### src/rtl/error_injection_sequencer.sv
// Error-injection sequencer: queues {code, delay, width} commands in a small FIFO and
// plays each one out as a delayed, fixed-length err_en/err_ctrl pulse to the routers.
module error_injection_sequencer #(
  parameter int CTRL_W = 16,
  parameter int DEPTH  = 4
) (
  input  logic              clk,
  input  logic              rst_n,
  input  logic              cmd_valid,
  output logic              cmd_ready,
  input  logic [CTRL_W-1:0] cmd_code,
  input  logic [15:0]       cmd_delay,
  input  logic [15:0]       cmd_width,
  input  logic              arm,
  input  logic              abort,
  output logic              err_en,
  output logic [CTRL_W-1:0] err_ctrl,
  output logic              busy,
  output logic [15:0]       inj_count
);

  localparam int AW    = (DEPTH > 1) ? $clog2(DEPTH) : 1;
  localparam int ENT_W = CTRL_W + 32;
  localparam logic [AW-1:0] PTR_ONE = AW'(1);
  localparam logic [AW:0]   CNT_ONE = (AW+1)'(1);
  localparam logic [AW:0]   CNT_FULL = (AW+1)'(DEPTH);

  typedef enum logic [1:0] {
    S_IDLE   = 2'd0,
    S_DELAY  = 2'd1,
    S_INJECT = 2'd2
  } state_e;

  state_e             state_q, state_d;
  logic [15:0]        cnt_q, cnt_d;
  logic [15:0]        width_q, width_d;
  logic [CTRL_W-1:0]  code_q, code_d;
  logic [AW-1:0]      wr_ptr_q, wr_ptr_d, rd_ptr_q, rd_ptr_d;
  logic [AW:0]        count_q, count_d;
  logic [ENT_W-1:0]   mem_q [DEPTH];
  logic [ENT_W-1:0]   mem_d [DEPTH];
  logic               err_en_q, err_en_d;
  logic [CTRL_W-1:0]  err_ctrl_q, err_ctrl_d;
  logic               busy_q, busy_d;
  logic               cmd_ready_q, cmd_ready_d;
  logic [15:0]        inj_count_q, inj_count_d;

  logic               push_s, pop_s, done_s;
  logic [CTRL_W-1:0]  head_code_s;
  logic [15:0]        head_delay_s, head_width_s;

  // cmd_ready is a flop of occupancy, so a same-cycle pop never frees a full FIFO
  assign push_s       = cmd_valid && cmd_ready_q && !abort;
  assign pop_s        = (state_q == S_IDLE) && arm && (count_q != '0) && !abort;
  assign head_code_s  = mem_q[rd_ptr_q][ENT_W-1:32];
  assign head_delay_s = mem_q[rd_ptr_q][31:16];
  assign head_width_s = mem_q[rd_ptr_q][15:0];

  // Next-state logic for the FIFO and the sequencing FSM
  always_comb begin
    state_d  = state_q;
    cnt_d    = cnt_q;
    width_d  = width_q;
    code_d   = code_q;
    wr_ptr_d = wr_ptr_q;
    rd_ptr_d = rd_ptr_q;
    count_d  = count_q;
    mem_d    = mem_q;
    done_s   = 1'b0;
    if (abort) begin
      state_d  = S_IDLE;
      cnt_d    = 16'd0;
      wr_ptr_d = '0;
      rd_ptr_d = '0;
      count_d  = '0;
    end else begin
      if (push_s) begin
        mem_d[wr_ptr_q] = {cmd_code, cmd_delay, cmd_width};
        wr_ptr_d        = wr_ptr_q + PTR_ONE;
      end else begin
        wr_ptr_d = wr_ptr_q;
      end
      if (pop_s) begin
        rd_ptr_d = rd_ptr_q + PTR_ONE;
      end else begin
        rd_ptr_d = rd_ptr_q;
      end
      case ({push_s, pop_s})
        2'b10:   count_d = count_q + CNT_ONE;
        2'b01:   count_d = count_q - CNT_ONE;
        default: count_d = count_q;
      endcase
      case (state_q)
        S_IDLE: begin
          if (pop_s) begin
            code_d  = head_code_s;
            width_d = (head_width_s == 16'd0) ? 16'd1 : head_width_s;
            if (head_delay_s != 16'd0) begin
              state_d = S_DELAY;
              cnt_d   = head_delay_s;
            end else begin
              state_d = S_INJECT;
              cnt_d   = (head_width_s == 16'd0) ? 16'd1 : head_width_s;
            end
          end else begin
            state_d = S_IDLE;
          end
        end
        S_DELAY: begin
          if (cnt_q <= 16'd1) begin
            state_d = S_INJECT;
            cnt_d   = width_q;
          end else begin
            cnt_d = cnt_q - 16'd1;
          end
        end
        S_INJECT: begin
          if (cnt_q <= 16'd1) begin
            state_d = S_IDLE;
            cnt_d   = 16'd0;
            done_s  = 1'b1;
          end else begin
            cnt_d = cnt_q - 16'd1;
          end
        end
        default: begin
          state_d = S_IDLE;
          cnt_d   = 16'd0;
        end
      endcase
    end
  end

  // Registered outputs are computed from the next state so they align with state_q
  always_comb begin
    err_en_d    = (state_d == S_INJECT);
    err_ctrl_d  = (state_d == S_INJECT) ? code_d : '0;
    busy_d      = (state_d != S_IDLE) || (count_d != '0);
    cmd_ready_d = (count_d != CNT_FULL);
    if (done_s && (inj_count_q != 16'hFFFF)) begin
      inj_count_d = inj_count_q + 16'd1;
    end else begin
      inj_count_d = inj_count_q;
    end
  end

  // State registers with asynchronous clear so reset drops err_en immediately
  always_ff @(posedge clk or negedge rst_n) begin
    if (!rst_n) begin
      state_q     <= S_IDLE;
      cnt_q       <= 16'd0;
      width_q     <= 16'd0;
      code_q      <= '0;
      wr_ptr_q    <= '0;
      rd_ptr_q    <= '0;
      count_q     <= '0;
      for (int i = 0; i < DEPTH; i++) begin
        mem_q[i] <= '0;
      end
      err_en_q    <= 1'b0;
      err_ctrl_q  <= '0;
      busy_q      <= 1'b0;
      cmd_ready_q <= 1'b1;
      inj_count_q <= 16'd0;
    end else begin
      state_q     <= state_d;
      cnt_q       <= cnt_d;
      width_q     <= width_d;
      code_q      <= code_d;
      wr_ptr_q    <= wr_ptr_d;
      rd_ptr_q    <= rd_ptr_d;
      count_q     <= count_d;
      mem_q       <= mem_d;
      err_en_q    <= err_en_d;
      err_ctrl_q  <= err_ctrl_d;
      busy_q      <= busy_d;
      cmd_ready_q <= cmd_ready_d;
      inj_count_q <= inj_count_d;
    end
  end

  assign err_en    = err_en_q;
  assign err_ctrl  = err_ctrl_q;
  assign busy      = busy_q;
  assign cmd_ready = cmd_ready_q;
  assign inj_count = inj_count_q;

endmodule

### config.mk
export PLATFORM = sky130hd
export DESIGN_NAME = error_injection_sequencer
export DESIGN_NICKNAME = d
export VERILOG_FILES = /design/src/rtl/error_injection_sequencer.sv
export SDC_FILE = /design/constraint.sdc
export NUM_CORES = 1
export LEC_CHECK = 0
export BUFFER_PORTS_ARGS = -buffer_cell sky130_fd_sc_hd__buf_4
export CORE_AREA = 4 4 165 167
export CTS_BUF_LIST = sky130_fd_sc_hd__clkbuf_4 sky130_fd_sc_hd__clkbuf_8
export CTS_CLUSTER_DIAMETER = 40
export DETAILED_ROUTE_END_ITERATION = 12
export DIE_AREA = 0 0 169 171
export GPL_TIMING_DRIVEN = 0
export PLACE_DENSITY = 0.78
export SLEW_MARGIN = 20
export SYNTH_ARGS = -nofsm -noshare
export SYNTH_HDL_FRONTEND = slang
export SYNTH_SLANG_ARGS = --single-unit
### constraint.sdc
create_clock -name clk -period 4.02 [get_ports clk]
set_input_delay 0.804 -clock clk [delete_from_list [all_inputs] [get_ports clk]]
set_output_delay 0.804 -clock clk [all_outputs]
set_load 0.02 [all_outputs]
* After elaboration in Yosys (flattened, before gate mapping)
Index checks and enable logic that the tools add are counted.
** Cells by class
- $add $sub $neg :: 6
- $lt $le $gt $ge :: 4
- Equal/unequal tests :: 8
- Multiplexer cells :: 32
- Bitwise gates (word level) :: 3
- Reductions and logical operators :: 19
** Operators with widths (number)
- $bwmux 192 :: 1
- $mux 16 :: 10
- $mux 48 :: 3
- $bmux 48 s2 :: 1
- $demux 48 s2 :: 1
- $pmux 16 s3 :: 1
- $mux 2 :: 9
- $add 16x1->16 const B :: 1
- $le 16x1->1 const B :: 1
- $logic_not 16->1 :: 1
- $ne 16x16->1 const B :: 1
- $reduce_bool 16->1 :: 1
- $sub 16x1->16 const B :: 1
- $logic_and 1x1->1 :: 7
- $eq 2x2->1 const B :: 3
- $ge 3x3->1 const B :: 2
- $ne 3x3->1 const B :: 2
- $not 2->3 :: 2
- $pmux 2 s3 :: 1
- $pmux 3 s2 :: 1
- $reduce_bool 2->1 :: 3
- $reduce_bool 3->1 :: 2
- $add 2x1->2 const B :: 2
- $eq 2x1->1 const B :: 2
- 11 further kinds :: 13
** Storage, ports and cells
- Bits in registers :: 284
- Input port bits :: 53
- Output and inout port bits :: 35

* Logic depth before layout (Yosys ltp)
- Depth after elaboration :: 11
- Depth in mapped cells :: 15
- Depth with buffers taken out :: 11

* Worst setup path after synthesis
No wires, ideal clock.
- Path type :: in2reg
- Start point :: input port arm
- End point :: register cmd_ready_q (netlist: cmd_ready)
- Arrival :: 2.849 ns
- Setup slack :: 1.092 ns
- Stages :: 12
- Buffers on the path :: 3
- Path through :: o311a_1 -> nand2b_1 -> buf_2 -> inv_2 -> clkbuf_1 -> clkbuf_1 -> ha_1 -> fa_1 -> mux2i_1 -> nor2_1 -> nor2_1 -> nand2_1
** On the way
- Longest elaborated chain between the ends :: 7
- Elaborated cells between the ends (all ways) :: 8
- Classes of those cells :: eq/ne (3); mux (2); reduce/logical (3)
** RTL lines
- from (decl) :: RTL line 14 : input logic arm,
- $logic_and 1x1->1 (*) (3 in series) :: RTL line 54 : assign pop_s = (state_q == S_IDLE) && arm && (count_q != '0) && !abort;
- $eq 2x1->1 or $eq 2x2->1 (tied branches) :: RTL line 88 : case ({push_s, pop_s})
- $pmux 3 s2 (*) :: RTL line 88
- $mux 3 (*) :: RTL line 70 : if (abort) begin
- net count_d[1] :: RTL line 39 : logic [AW:0] count_q, count_d;
- $ne 3x3->1 (*) :: RTL line 139 : cmd_ready_d = (count_d != CNT_FULL);
- net cmd_ready_d :: RTL line 45 : logic cmd_ready_q, cmd_ready_d;
- to (signal assigned) :: RTL line 177 : cmd_ready_q <= cmd_ready_d;
- to (decl) :: RTL line 45
Mark *: on every way through the listed nets, which the timed path passes. The rest lies on a longest branch.
A chain may end at the register's enable or synchronous reset.

* Worst setup path in the final report
- Start point :: register state_q[0]
- End point :: register cmd_ready_q (netlist: cmd_ready)
** On the way
- Longest elaborated chain between the ends :: 8
- Elaborated cells between the ends (all ways) :: 9
- Classes of those cells :: eq/ne (3); mux (2); reduce/logical (4)
** RTL lines
- from (decl) :: RTL line 34 : state_e state_q, state_d;
- from (signal assigned) :: RTL line 166 : state_q <= state_d;
- $logic_not 2->1 (*) :: RTL line 54
- $logic_and 1x1->1 (*) (3 in series) :: RTL line 54
- $eq 2x1->1 or $eq 2x2->1 (tied branches) :: RTL line 88
- $pmux 3 s2 (*) :: RTL line 88
- $mux 3 (*) :: RTL line 70
- net count_d[1] :: RTL line 39
- $ne 3x3->1 (*) :: RTL line 139
- net cmd_ready_d :: RTL line 45
Marked as above.

==> reports/qor.yml <==
clock_network:
  cts_buffers: 49
  cts-root-buf: "clkbuf_8"
  ctsResizeCount: 0
  clockBufferDepth: 3
  clock-sinks: 284
  htreeDepth: 2
  clk_pin_slew_worst_paths_ps: 60
  cts_setup_buffers: 0
  tritoncts: "done"
  hold_buffers: 0
  insertion_delay_ps: 570
drt:
  final_antenna_net_count: 0
  wl_um: 28700
  drc: 0
  vias_per_cell: 5.70
  num_vias: 8246
  drt_pass1_iterations: 5
  drt_iter0_markers: 670
  wl_per_cell_um: 19.8
setup_path:
  start_kind: "flip-flop"
  r2r_end: "cmd_ready"
  worstPathRequired_ps: 4510
  worstPathMaxFanout: 10
  endpoint: "cmd_ready"
  end_kind: "flip-flop"
  crit_type: "reg2reg"
  startpoint: "state_q[0]"
  reg2reg_depth: 14
  r2r_setup_slack_ps: 260
  regToRegStartpoint: "state_q[0]"
  worstPathArrival_ps: 4240
sta:
  relSlewSlack_pct: 45.8
  rsz0062_at_grt: "no"
  final_hold_viol_count: 0
  setup_viol_count_final: 0
  clock.fmax_mhz: 266
  tightest_slew_ps: 813
  min_period_ps: 3760
  drv_slew: 0
  fin_ws_ps: 263
  finalSetupTns_ps: 0
  fin_crit_sh_pct: 93.5
  clock_skew_ps: 20.7
logic_synthesis:
  yosysSeqAreaShare_pct: 55.8
  synth_ff_type: "dfrtp_1"
  syn_nets: 999
  netlist_area_um2: 12700
  synthCells: 937
  synth-edff-count: 0
  synth.avg_cell_area_um2: 13.6
  yosysWarnings: 0
  async_flop_share_pct: 100
  ys_types: 61
  ys_ff_latch: 284
place:
  hpwl_um: 19800
  place.gp.congestion: 0.937
  io_buffers: 87
  dp_worst_setup_slack_ps: 252
  dp_cells: 1361
global_route:
  grt_usage_pct: 20.4
  grt_max_degree: 102
  antenna_found_initial: 0
  grt.overflow.total: 0
  grt_pass1_wl_um: 46900
  grt_pass1_vias: 8728
cells_and_area:
  fin_util_pct: 57.9
  area_delta_synth_final_pct: 17.1
  n_antenna_cell: 0
  mostFrequentLayoutCell: "dfrtp_1"
  final_cells: 1446
  drive_gt1_share_pct: 40.0
  final_cell_mix: "283 x dfrtp_1, 192 x mux2_2, 122 x nand2_1"
  fin_nets: 1139
floorplan:
  ios: 88
  die-area_um2: 28900
  initial_utilization_pct: 49.5
  die_y_um: 171
  die_w_um: 169
  rows: 59
  core-area_um2: 25800
job:
  cap_viol_max_count: 0
outcome:
  status: "finished, final reports clean"
worst_hold_path:
  hold_class: "in2async"
pwr:
  power_density_nw_per_um2: 641
  power_leakage_nw: 6.80
  peakVddDrop_mv: 0.291
  fin_total_pwr_mw: 9.57
-- worst min path at each step --
stage | cells past startpoint | end
2_1_floorplan | 2 | code_q[0]
3_3_place_gp | 2 | code_q[5]
3_5_place_dp | 2 | code_q[15]
4_1_cts | 1 | mem_q[79]
5_1_grt | 1 | mem_q[79]
6_report | 1 | mem_q[79]
-- final cells by class --
type	count	area, um^2
Fill cell	1993	10800
Sequential cell	284	7110
Multi-Input combinational cell	591	5370
Clock buffer	73	936
Timing Repair Buffer	89	716
Tap cell	335	419
Buffer	51	234
Clock inverter	12	103
Inverter	11	41.3
-- critical path, stage by stage (launching register included) --
cell and delay (ps):
dfrtp_1 350, clkbuf_1 210, nor2_1 220, o311a_1 220, nand2b_1 60, buf_2 230, inv_2 140, clkbuf_1 500
clkbuf_1 510, ha_1 320, fa_1 450, mux2i_1 220, nor2_1 80, nor2_1 120, nand2_1 60
-- Yosys cell counts, types with 4 or more instances --
| cell type | instances | area, um^2 |
|---|---|---|
| buf_1 | 11 | 41.3 |
| and2_1 | 20 | 125 |
| xnor2_1 | 21 | 184 |
| clkbuf_1 | 28 | 105 |
| ha_1 | 8 | 100 |
| xor2_1 | 7 | 61.3 |
| nand2_1 | 122 | 458 |
| inv_1 | 10 | 37.5 |
| a221oi_1 | 6 | 52.6 |
| nor2_1 | 32 | 120 |
| mux2_2 | 192 | 2160 |
| nor3_1 | 11 | 55.1 |
| a31oi_1 | 5 | 31.3 |
| a22oi_1 | 12 | 90.1 |
| nor4_1 | 5 | 31.3 |
| buf_6 | 4 | 45.0 |
| buf_2 | 7 | 35.0 |
| nor4_4 | 5 | 106 |
| o211ai_1 | 6 | 45.0 |
| nand3_1 | 15 | 75.1 |
| mux4_2 | 48 | 1080 |
| dfrtp_1 | 283 | 7080 |
| nand4_1 | 11 | 68.8 |
| a21oi_1 | 14 | 70.1 |
| o21ai_1 | 6 | 30.0 |
-- report_power, final --
group	leakage (nW)	switching (mW)	internal (mW)	total, mW
Clock	0.551	1.17	1.56	2.72
Sequential	3.63	0.459	3.71	4.17
Combinational	2.63	1.35	1.33	2.68
-- state kept, by name, indices dropped and copies added, names as in the netlist, 2 cells and up --
name       cells
inj_count     16
count_q        3
mem_q        192
rd_ptr_q       2
width_q       16
code_q        16
err_ctrl      16
wr_ptr_q       2
state_q        2
cnt_q         16
-- kinds of logic after synthesis --
| logic type | share of synthesized area [%] |
|---|---|
| flops | 55.8 |
| compound gates | 3.75 |
| fa+ha+maj | 0.942 |
| buf+inv | 2.16 |
| xor+xnor | 1.92 |
| mux | 25.7 |
| simple gates | 9.77 |
-- routing by layer --
layer	GRT usage (%)	vias up	wire length [um]
met4	6.90	0	879
met5	0	-	0
met2	33.0	261	14000
li1	-	3695	-
met3	3.60	72	1620
met1	28.2	4218	12100
-- per-stage QoR --
stage          area [um^2]  hold slack (ps)
4_1_cts              14900              259
3_3_place_gp         13800              449
3_5_place_dp         13900              452
2_1_floorplan        12700              433
5_1_grt              14900              305
6_report             14900              266
Power figures use the tool's default switching activity.
